**config.mk**
```make
export PLATFORM = sky130hd
export DESIGN_NAME = prog_sequencer
export DESIGN_NICKNAME = d
export VERILOG_FILES = /design/src/rtl/prog_sequencer.sv
export SDC_FILE = /design/constraint.sdc
export NUM_CORES = 1
export LEC_CHECK = 0
export ABC_AREA = 1
export ABC_CLOCK_PERIOD_IN_PS = 7000
export BUFFER_PORTS_ARGS = -buffer_cell sky130_fd_sc_hd__buf_2
export CAP_MARGIN = 10
export CORE_ASPECT_RATIO = 1.25
export CORE_MARGIN = 2
export CORE_UTILIZATION = 40
export CTS_BUF_LIST = sky130_fd_sc_hd__clkbuf_8
export DETAILED_ROUTE_END_ITERATION = 10
export PLACE_DENSITY = 0.74
export SLEW_MARGIN = 20
export SYNTH_ARGS = -nofsm -noshare
export SYNTH_HDL_FRONTEND = slang
export SYNTH_SLANG_ARGS = --single-unit
```
**constraint.sdc**
```tcl
create_clock -name Clk -period 7 [get_ports Clk]
set_input_delay 0.7 -clock Clk [delete_from_list [all_inputs] [get_ports Clk]]
set_output_delay 0.7 -clock Clk [all_outputs]
set_load 0.1 [all_outputs]
```
**src/rtl/prog_sequencer.sv**
```systemverilog
// prog_sequencer: multi-cycle FETCH/EXEC/MEMWAIT sequencer owning the program counter.
// Ports:
//   Clk, Reset_n          clock (rising edge) and asynchronous active-low reset
//   Start, StartAddr      begin a run at StartAddr (honoured only in IDLE or DONE)
//   ProgEnd               address of the last instruction; its commit ends the run
//   Opcode                instr[8:6] from the instruction ROM
//   BranchTaken, BrOffset branch decision and signed 6-bit offset
//   MemAck                data memory completion strobe
//   PC                    current program counter
//   IFetch                instruction ROM read strobe
//   RegWriteEn            register file write qualifier, high only in commit cycles
//   MemReq                data memory request level
//   Busy, Done            run in progress / run complete (held until next Start)
//   CycleCount            busy cycles of the current or last run, saturating
module prog_sequencer #(
  parameter int PC_W  = 10,
  parameter int CNT_W = 16
) (
  input  logic             Clk,
  input  logic             Reset_n,
  input  logic             Start,
  input  logic [PC_W-1:0]  StartAddr,
  input  logic [PC_W-1:0]  ProgEnd,
  input  logic [2:0]       Opcode,
  input  logic             BranchTaken,
  input  logic [5:0]       BrOffset,
  input  logic             MemAck,
  output logic [PC_W-1:0]  PC,
  output logic             IFetch,
  output logic             RegWriteEn,
  output logic             MemReq,
  output logic             Busy,
  output logic             Done,
  output logic [CNT_W-1:0] CycleCount
);
  typedef enum logic [2:0] {IDLE, FETCH, EXEC, MEMWAIT, DONE} state_t;
  state_t state;
  logic is_mem, is_br, commit, at_end;
  logic [PC_W-1:0] pc_next;
  assign is_mem = Opcode[2:1] == 2'b00;
  assign is_br = Opcode == 3'b111;
  // Commit happens in EXEC for non-memory ops, or in the MemAck cycle of MEMWAIT.
  assign commit = (state == EXEC && !is_mem) || (state == MEMWAIT && MemAck);
  assign at_end = PC == ProgEnd;
  assign pc_next = (state == EXEC && is_br && BranchTaken)
                 ? PC + {{(PC_W-6){BrOffset[5]}}, BrOffset}
                 : PC + 1'b1;
  assign Busy = state == FETCH || state == EXEC || state == MEMWAIT;
  assign IFetch = state == FETCH;
  assign MemReq = (state == EXEC && is_mem) || state == MEMWAIT;
  assign RegWriteEn = (state == EXEC && !is_mem && !is_br) ||
                      (state == MEMWAIT && MemAck && Opcode == 3'b000);
  always_ff @(posedge Clk or negedge Reset_n)
    if (!Reset_n) begin
      state <= IDLE;
      PC <= '0;
      CycleCount <= '0;
      Done <= 1'b0;
    end else begin
      if (Busy && CycleCount != '1) CycleCount <= CycleCount + 1'b1;
      if ((state == IDLE || state == DONE) && Start) begin
        state <= FETCH;
        PC <= StartAddr;
        CycleCount <= '0;
        Done <= 1'b0;
      end else if (state == FETCH) state <= EXEC;
      else if (state == EXEC && is_mem) state <= MEMWAIT;
      else if (commit) begin
        PC <= pc_next;
        state <= at_end ? DONE : FETCH;
        Done <= at_end;
      end
    end
endmodule

```
# Word level (Yosys, flattened, before mapping)

Cells that the tools add are included.

Register bits after elaboration: 30
Output and inout bits: 31

$add $sub $neg: 3
Equality and inequality tests: 9
Multiplexer cells: 16
Reductions and logical operators: 24

Operator list:

| cell                  | number |
|---|---|
| $mux 10               | 5 |
| $mux 16               | 2 |
| $add 16x1->16 const B | 1 |
| $ne 16x16->1 const B  | 1 |
| $mux 3                | 5 |
| $add 10x1->10 const B | 1 |
| $add 10x10->10        | 1 |
| $eq 10x10->1          | 1 |
| $logic_and 1x1->1     | 9 |
| $eq 3x2->1 const B    | 2 |
| $eq 3x3->1 const B    | 2 |
| $logic_not 3->1       | 2 |
| $logic_or 1x1->1      | 6 |
| $mux 1                | 4 |
| $ne 2x1->1 const B    | 2 |
| $reduce_bool 2->1     | 2 |
| $reduce_bool 4->1     | 1 |
| $eq 3x1->1 const B    | 1 |
| $reduce_and 3->1      | 1 |
| $logic_not 1->1       | 2 |
| $logic_not 2->1       | 1 |

# Logic depth before layout (Yosys ltp)

Gate-level depths: netlist of the first run.

Depth in word-level cells: 8
Depth in mapped cells: 19

# Worst setup path before layout of the first run

No wires, ideal clock.

Path kind: input to output
From: input port Opcode[1]
To: output port RegWriteEn
Arrival time: 3.354 ns
Data required time: 6.300 ns
Slack: 2.946 ns
Stages: 2
Path through: or2_2 o32ai_1

Longest elaborated chain between the ends: 5
Elaborated cells between the ends (all ways): 9
Those cells by class: eq/ne: 1; reduce/logical: 8

Ends and longest elaborated chain:

| what                           | line | source |
|---|---|---|
| start: declaration             | 24   | `input logic [2:0] Opcode,` |
| $logic_not 2->1                | 40   | `assign is_mem = Opcode[2:1] == 2'b00;` |
| $logic_not 1->1                | 51   | `assign RegWriteEn = (state == EXEC && !is_mem && !is_br) \|\|` |
| $logic_and 1x1->1 (2 in a row) | 51   |  |
| $logic_or 1x1->1 *             | 51   |  |
| end: declaration               | 30   | `output logic RegWriteEn,` |

Every way passes the cells marked *; elsewhere a longest branch is shown, timed or not.

# Worst setup path in the final report of the first run

From: input port Opcode[0]
To: register PC[6]

Longest elaborated chain between the ends: 8

Ends and longest elaborated chain:

| what                           | line | source |
|---|---|---|
| $eq 3x3->1                     | 41   | `assign is_br = Opcode == 3'b111;` |
| $logic_and 1x1->1 (2 in a row) | 45   | `assign pc_next = (state == EXEC && is_br && BranchTaken)` |
| $mux 10                        | 46   | `? PC + {{(PC_W-6){BrOffset[5]}}, BrOffset}` |
| $mux 10                        | 68   | `else if (commit) begin` |
| $mux 10                        | 67   | `else if (state == EXEC && is_mem) state <= MEMWAIT;` |
| $mux 10                        | 66   | `end else if (state == FETCH) state <= EXEC;` |
| $mux 10                        | 61   | `if ((state == IDLE \|\| state == DONE) && Start) begin` |
| end signal: assignment         | 63   | `PC <= StartAddr;` |
| end signal: assignment         | 69   | `PC <= pc_next;` |
| end: declaration               | 28   | `output logic [PC_W-1:0] PC,` |

Every way passes these cells. The select of a mux whose other input is x is not followed.
A chain may end at the register's enable or synchronous reset.

==> metrics.md, run 1 <==
| Metric | Value |
|---|---|
| Via density | 5.06 |
| Fill cells | 561 |
| Multi-input logic area | 1310 um2 |
| First-pass iteration count of the detailed router | 4 |
| Worst slew pin tran | 0.690 ns |
| Flops & latches, synth | 30 |
| H-tree Lvls | 2 |
| Internal Power | 0.282 mW |
| VDD IR max | 0.0981 mV |
| Path depth of the worst reg2reg path | 16 |
| Overflow after GRT | 0 |
| Setup WS post-layout | 4.12 ns |
| # nets final | 415 |
| Count of hold-fix buffers inserted at cts | 0 |
| Iter 0 DRT Violations | 102 |
| Max-slew violations | 0 |
| Worst endpoint required time | 7.22 ns |
| Status | finished clean |
| TritonCTS buffer count | 5 |
| Post-synth net total | 348 |
| Netlist cell types | 42 |
| Post-synth ARST share | 1.00 |
| Drt drc | 0 |
| HPWL after DPL | 4.52 mm |
| Flop pwr share | 0.482 |
| Sink Count | 30 |
| Clock Power Share | 0.461 |
| Max_slew headroom | 0.540 |
| Critical Setup Path Class | primary input to register |
| Vias in the first global route | 2120 |
| CTS Buffer Depth | 2 |
| Max incr delay on CP | 0.40 ns |
| WL per Instance | 13.1 um |
| Via count | 2222 |
| Crit path max-delay family | simple AND/OR/NAND/NOR gates |
| Unrepaired setup endpoints after global routing | no |
| Number of diodes | 0 |
| Largest net degree at the start of global routing | 31 |
| Layout cell share with drive strength beyond 1 | 0.280 |
| Antenna Nets Post-Route | 0 |
| Critical path fanouts, max | 6 |
| Post-Place Setup Slack | 3.83 ns |
| Worst path arrival time | 3.10 ns |
| Met1 Usage GRT | 0.242 |
| Met3 Resource Use GR | 0.0376 |
| Fmax | 347 MHz |
| Max Cap Viol | 0 |
| CTS tree | done |
| Most frequent cell on the critical path | nand2_1 |
| Most common cell after layout, fill and taps aside | nand2_1 |
| Reg clk slew, reported paths | 0.07 ns |
| NetSw | 0.0793 mW |
| CTS Root Cell | clkbuf_8 |
| Combinational Power Share | 0.058 |
| Clk_lat worst skew | 0.28 ns |
| Synth Flop Type | dfrtp_1 |
| Crit path buf inv count | 1 |
| Starting Density | 0.417 |
| Register area share after synthesis | 0.331 |
| Yosys warns | 0 |
| CP cell instances | buf_2, nand2_1, nor2_2, nand3_4, or2_2, ha_1, fa_1, nand3_1, nand2_1, nand2_1, nand2_1, nand2_1, nand2_1, xor2_1, o21ai_0, o21a_1 |
| Total GRT Usage | 0.195 |
| Commonest non-fill, non-tap cells in the layout | nand2_1, buf_2, inv_1 |
| Slowest CP cell | fa_1 |
| Core area | 5440 um2 |
| TNS Setup | 0 ns |
| Synth Instances | 307 |
| Hold Violations, Final | 0 |
| I/O pin count | 65 |
| Final period util | 0.411 |
| Tmin final | 2.88 ns |
| PD cells | 132 nW/um2 |
| Leakage | 1.49 nW |
| Die Y | 88.2 um |
| Post-synthesis average cell area | 7.39 um2 |
| Drt total wl | 5.77 mm |
| Die X | 71.4 um |
| Busiest grt layer | met2 |
| RePlAce Congestion | 0.900 |
| Post-CTS sizing | 0 |
| Final Skew | 0.00477 ns |
| Sw Ratio | 0.219 |
| Mapped cell area | 2270 um2 |
| Storage cell area | 751 um2 |
| Final Setup Violations | 0 |
| Die ar. | 6300 um2 |
| Crit path depth | 16 |
| Row cnt | 30 |
| Initial antenna violation count | 0 |
| Area grow syn2layout | 20.8% |
| Post-synth EDFFs | 0 |
| Hold/Removal Path Class | primary input to async pin |
| Port buffer count | 64 |
| Post-CTS Setup Bufs | 0 |
| Crit. End Element | register |
| First-pass GRT wire length | 9.67 mm |
| Worst setup SP type | primary input |
| Met2 Track Usage GR | 0.338 |
[Yosys cell counts, types with 3 or more instances]
library cell  number  share of area
nor2_1            33          0.055
nand3_2            3          0.013
inv_1             38          0.063
inv_2              5         0.0083
nor2_2             3         0.0083
dfrtp_1           30           0.33
nor4_1             3         0.0083
nand4_1            8          0.022
o21ai_0           12          0.026
a21oi_1           17          0.037
xnor2_1           10          0.039
nand2_1           66           0.11
or2_2              4          0.011
nand2_2            7          0.019
nand3_1           23          0.051
a31oi_1            4          0.011
o21ai_1            3         0.0066
ha_1               6          0.033
xor2_1             4          0.015
[power by group through the flow]
stage | Sequential, mW | Clock [mW] | Combinational [mW]
CTS | 0.174 | 0.171 | 0.0215
floorplan | 0.177 | 0 | 0.00612
global placement | 0.177 | 0 | 0.0209
global route | 0.174 | 0.179 | 0.0238
finish | 0.174 | 0.167 | 0.0209
detailed placement | 0.177 | 0 | 0.0214
[stage by stage]
stage,cells,hold slack [ns],area [um2],util,power [mW]
6_report,439,0.448,2740,0.504,0.362
5_1_grt,439,0.516,2740,0.504,0.376
4_1_cts,439,0.476,2740,0.504,0.367
3_5_place_dp,431,0.484,2630,0.484,0.199
3_3_place_gp,431,0.494,2630,0.484,0.198
2_1_floorplan,307,0.404,2270,-,0.183
[metal layers]
metal  wire length [um]  vias up
li1                   -     1135
met1               2490     1006
met2               2840       68
met3                320       13
met4                124        0
met5                  0        -
[logic make-up (layout without fill, tap and decap cells)]
kind of cell / Yosys count / after routing / share of synthesized area
fa+ha+maj: 7 / 7 / 0.0419
buf+inv: 48 / 116 / 0.0910
xor+xnor: 14 / 14 / 0.0540
simple gates: 160 / 160 / 0.356
flops: 30 / 30 / 0.331
compound gates: 48 / 48 / 0.126
[state kept, by name, summed over array words and instances, names as in the netlist]
| name | cells |
|---|---|
| CycleCount | 16 |
| PC | 10 |
| state | 3 |
| Done | 1 |
[layout make-up]
cell class,count,area share
clock buffers,8,0.0401
well taps,64,0.0292
inverters,43,0.0589
multi-input cells,229,0.479
flip-flops and latches,30,0.274
repair buffers,65,0.120
[worst paths after layout]
path,startpoint,to,slack [ns]
max in group asynchronous,Reset_n,CycleCount[15]$_DFFE_PN0P_,6.10
max reg2reg,state[2]$_DFFE_PN0P_,PC[6]$_DFFE_PN0P_,4.16
max,Opcode[0],PC[6]$_DFFE_PN0P_,4.12
min reg2reg,Done$_DFFE_PN0P_,Done$_DFFE_PN0P_,0.50
min,Reset_n,CycleCount[1]$_DFFE_PN0P_,0.45
min in group Clk,Done$_DFFE_PN0P_,Done$_DFFE_PN0P_,0.50
Note: power is estimated with default switching activity, not from simulation.
==> inputs of run 2 (changes only) <==
--- a/config.mk
+++ b/config.mk
@@ -5,8 +5,8 @@
 export SDC_FILE = /design/constraint.sdc
 export NUM_CORES = 1
 export LEC_CHECK = 0
-export ABC_AREA = 1
-export ABC_CLOCK_PERIOD_IN_PS = 7000
+export ABC_AREA = 0
+export ABC_CLOCK_PERIOD_IN_PS = 2600
 export BUFFER_PORTS_ARGS = -buffer_cell sky130_fd_sc_hd__buf_2
 export CAP_MARGIN = 10
 export CORE_ASPECT_RATIO = 1.25
@@ -14,7 +14,7 @@
 export CORE_UTILIZATION = 40
 export CTS_BUF_LIST = sky130_fd_sc_hd__clkbuf_8
 export DETAILED_ROUTE_END_ITERATION = 10
-export PLACE_DENSITY = 0.74
+export PLACE_DENSITY = 0.78
 export SLEW_MARGIN = 20
 export SYNTH_ARGS = -nofsm -noshare
 export SYNTH_HDL_FRONTEND = slang
==> constraint.sdc (replaced) <==
create_clock -name Clk -period 2.6 [get_ports Clk]
set_input_delay 0.26 -clock Clk [delete_from_list [all_inputs] [get_ports Clk]]
set_output_delay 0.26 -clock Clk [all_outputs]
set_load 0.1 [all_outputs]
==> run 2 against run 1 <==
  * First-iteration DRC count shrank 6.9%
  * Critical endpoint unchanged
  * Power grew to 10 times the previous value
  * Setup slack lost 4.1 ns
  * Global-route usage shrank 0.54 points
  * Final area shrank 4.7%
  * Synthesized area shrank 12%
  * Sequential share of layout area grew 1.5 points
  * Hold slack lost 0.43 ns
  * Register-to-register slack lost 4.1 ns
  * Largest cell class unchanged
  * Highest routed layer unchanged
  * Utilization grew 4.4 points
  * Largest power group is now combinational logic
==> metrics.md, run 2 <==
| Metric | Value |
|---|---|
| Status | finished clean (unchanged) |
| PD cells | 1390 nW/um2 (was 132 nW/um2) |
| Row cnt | 28 (was 30) |
| Synth Instances | 223 (was 307) |
| Critical path fanouts, max | 6 (unchanged) |
| FF-to-FF setup slack | 0.02 ns (was 4.16 ns) |
| Final Skew | 0.00749 ns (was 0.00477 ns) |
| Fill cells | 465 (was 561) |
| Final Util | 0.548 (was 0.504) |
| Final Instance Area | 2610 um2 (was 2740 um2) |
| Vias in the first global route | 1884 (was 2120) |
| Hold Violations, Final | 0 (unchanged) |
| TNS Setup | 0 ns (unchanged) |
| Hold/Removal Path Class | primary input to async pin (unchanged) |
| First-pass GRT wire length | 8.40 mm (was 9.67 mm) |
| Post-synth net total | 264 (was 348) |
| Fmax | 388 MHz |
| Final period util | 0.992 |
| Reg clk slew, reported paths | 0.07 ns (about the same) |
| Largest net degree at the start of global routing | 31 (unchanged) |
| Max-slew violations | 0 (unchanged) |
| Core area | 4760 um2 (was 5440 um2) |
| Overflow after GRT | 0 (unchanged) |
| Max Cap Viol | 0 (unchanged) |
| Register area share after synthesis | 0.376 (was 0.331) |
| HPWL after DPL | 3.85 mm (was 4.52 mm) |
| Max_slew headroom | 0.542 (was 0.540) |
| Top-count cell post-synth | dfrtp_1 (was nand2_1) |
| Reg-to-reg endpoint | PC[6]$_DFFE_PN0P_ (unchanged) |
| R2r startpoint | state[0]$_DFFE_PN0P_ (was state[2]$_DFFE_PN0P_) |
| Post-synth EDFFs | 0 (unchanged) |
| Drt drc | 0 (unchanged) |
| Met3 Resource Use GR | 0.0298 (was 0.0376) |
| RePlAce Congestion | 0.875 (was 0.900) |
| Path depth of the worst reg2reg path | 10 (was 16) |
| Unrepaired setup endpoints after global routing | yes (was no) |
| Starting Density | 0.419 (was 0.417) |
| Storage cell area | 753 um2 (was 751 um2) |
| Worst slew pin tran | 0.687 ns (was 0.690 ns) |
| Multi-input logic area | 1250 um2 (was 1310 um2) |
| Worst setup SP type | register (was primary input) |
| Met1 Usage GRT | 0.231 (was 0.242) |
| Crit. End Element | register (unchanged) |
| Layout cell share with drive strength beyond 1 | 0.361 (was 0.280) |
| Port buffer count | 64 (unchanged) |
| Die X | 67.2 um (was 71.4 um) |
| Mapped cell area | 2000 um2 (was 2270 um2) |
| CP cell instances | and4bb_4, nand3b_1, ha_4, fa_2, a211o_1, a21oi_2, nor3b_2, o21ai_1, xor2_1, a21oi_1 (was buf_2, nand2_1, nor2_2, nand3_4, or2_2, ha_1, fa_1, nand3_1, nand2_1, nand2_1, nand2_1, nand2_1, nand2_1, xor2_1, o21ai_0, o21a_1) |
| CTS Root Cell | clkbuf_8 (unchanged) |
| Antenna Nets Post-Route | 0 (unchanged) |
| WL per Instance | 14.0 um (was 13.1 um) |
| Worst endpoint required time | 2.81 ns (was 7.22 ns) |
| Synth Flop Type | dfrtp_1 (unchanged) |
| Tmin final | 2.58 ns |
| Count of hold-fix buffers inserted at cts | 0 (unchanged) |
| Synth top cells by count | dfrtp_1, nor2_1, nand2_1 (was nand2_1, inv_1, nor2_1) |
| TritonCTS buffer count | 5 (unchanged) |
| Die ar. | 5570 um2 (was 6300 um2) |
| Drt total wl | 5.06 mm (was 5.77 mm) |
| Post-synth top area cell | dfrtp_1 (unchanged) |
| Area grow syn2layout | 30.9% (was 20.8%) |
| Via density | 5.37 (was 5.06) |
| Post-Place Setup Slack | -0.0351 ns (was 3.83 ns) |
| Yosys warns | 0 (unchanged) |
| Largest regs | CycleCount (16), PC (10), state (3) (unchanged) |
| H-tree Lvls | 2 (unchanged) |
| Number of flip-flops in the largest register | 16 (unchanged) |
| Sink Count | 30 (unchanged) |
| Most common cell after layout, fill and taps aside | buf_2 (was nand2_1) |
| Initial antenna violation count | 0 (unchanged) |
| Max incr delay on CP | 0.39 ns (was 0.40 ns) |
| Leakage | 1.25 nW (was 1.49 nW) |
| CTS Buffer Depth | 2 (unchanged) |
| Area contributors post-synth | dfrtp_1, xor2_1, nor2_1, xnor2_1, nand2_1 (was dfrtp_1, nand2_1, inv_1, nor2_1, nand3_1) |
| Most flop-heavy register | CycleCount (unchanged) |
| # nets final | 342 (was 415) |
| Post-synthesis average cell area | 8.95 um2 (was 7.39 um2) |
| Total GRT Usage | 0.190 (was 0.195) |
| Number of diodes | 0 (unchanged) |
| I/O pin count | 65 (unchanged) |
| Flops & latches, synth | 30 (unchanged) |
| Met2 Track Usage GR | 0.329 (was 0.338) |
| Post-synth ARST share | 1.00 (unchanged) |
| DP Area | 2450 um2 (was 2630 um2) |
| Synth top area share | 0.376 (was 0.331) |
| Slowest CP cell | dfrtp_1 (was fa_1) |
| VDD IR max | 0.758 mV (was 0.0981 mV) |
| Netlist cell types | 46 (was 42) |
| Worst path arrival time | 2.79 ns (was 3.10 ns) |
| Busiest grt layer | met2 (unchanged) |
| Iter 0 DRT Violations | 95 (was 102) |
| CTS tree | done (unchanged) |
| CP startpoint | state[0]$_DFFE_PN0P_ (was Opcode[0]) |
| Die Y | 83.0 um (was 88.2 um) |
| First-pass iteration count of the detailed router | 4 (unchanged) |
| Final Setup Violations | 0 (unchanged) |
| Tot Pwr | 3.64 mW (was 0.362 mW) |
| Commonest non-fill, non-tap cells in the layout | buf_2, dfrtp_1, nor2_1 (was nand2_1, buf_2, inv_1) |
| Clk_lat worst skew | 0.28 ns (about the same) |
| Setup WS post-layout | 0.0197 ns (was 4.12 ns) |
| Via count | 1943 (was 2222) |
| Critical Setup Path Class | register to register (was primary input to register) |
## run 2: cell families after synthesis
| group | synth area share |
|---|---|
| buf+inv | 0.0194 |
| flops | 0.376 |
| mux | 0.0201 |
| compound gates | 0.155 |
| simple gates | 0.280 |
| fa+ha+maj | 0.0476 |
| xor+xnor | 0.101 |
## run 2: cell type report
cell class,instances,area share
Clock buffer,6,0.0316
Clock inverter,2,0.00479
Inverter,2,0.00287
Multi-Input combinational cell,183,0.478
Sequential cell,30,0.288
Tap cell,60,0.0287
Timing Repair Buffer,79,0.166
## run 2: report_power, final
group          switching (mW)  leakage [nW]  internal (mW)
registers               0.230         0.377          0.624
clock network           0.182        0.0472          0.212
logic                    1.80         0.830          0.597
total                    2.21          1.25           1.43
## run 2: metrics by stage
| step | hold slack [ns] | cells |
|---|---|---|
| global route | 0.0543 | 362 |
| CTS | 0.0396 | 358 |
| finish | 0.0195 | 362 |
| detailed placement | 0.348 | 349 |
| global placement | 0.350 | 349 |
| floorplan | -0.0356 | 223 |
## run 2: worst max path at each step
| stage | to | slack [ns] | cells after the start |
|---|---|---|---|
| 6_report | PC[6]$_DFFE_PN0P_ | 0.02 | 10 |
| 5_1_grt | PC[6]$_DFFE_PN0P_ | -0.15 | 10 |
| 4_1_cts | PC[6]$_DFFE_PN0P_ | 0.02 | 10 |
| 3_5_place_dp | PC[6]$_DFFE_PN0P_ | -0.04 | 10 |
| 3_3_place_gp | PC[6]$_DFFE_PN0P_ | 0.06 | 10 |
| 2_1_floorplan | PC[6]$_DFFE_PN0P_ | 0.005 | 10 |
## run 2: routing by layer
metal  wire length [um]  part of all wire  up-vias
met5                  0                 0        -
met2               2590              0.51       63
li1                   -                 -      960
met4                 99             0.020        0
met3                240             0.047       10
met1               2140              0.42      910
## run 2: critical path: cells and delay by family (launching register included)
family	cells	cell delay (ns)
and+or+nand+nor	3	0.70
adders and majority gates	2	0.55
DFF	1	0.39
AOI/OAI and AO/OA	4	0.70
xor gates and xnor gates	1	0.16
## run 2: timing repair
action / CTS / global route
setup endpoints to repair: 2 / 6
gates resized for setup: 2 / 5
pin swaps: 1 / 13
hold endpoints to repair: 0 / 0
buffers inserted: 1 / 5
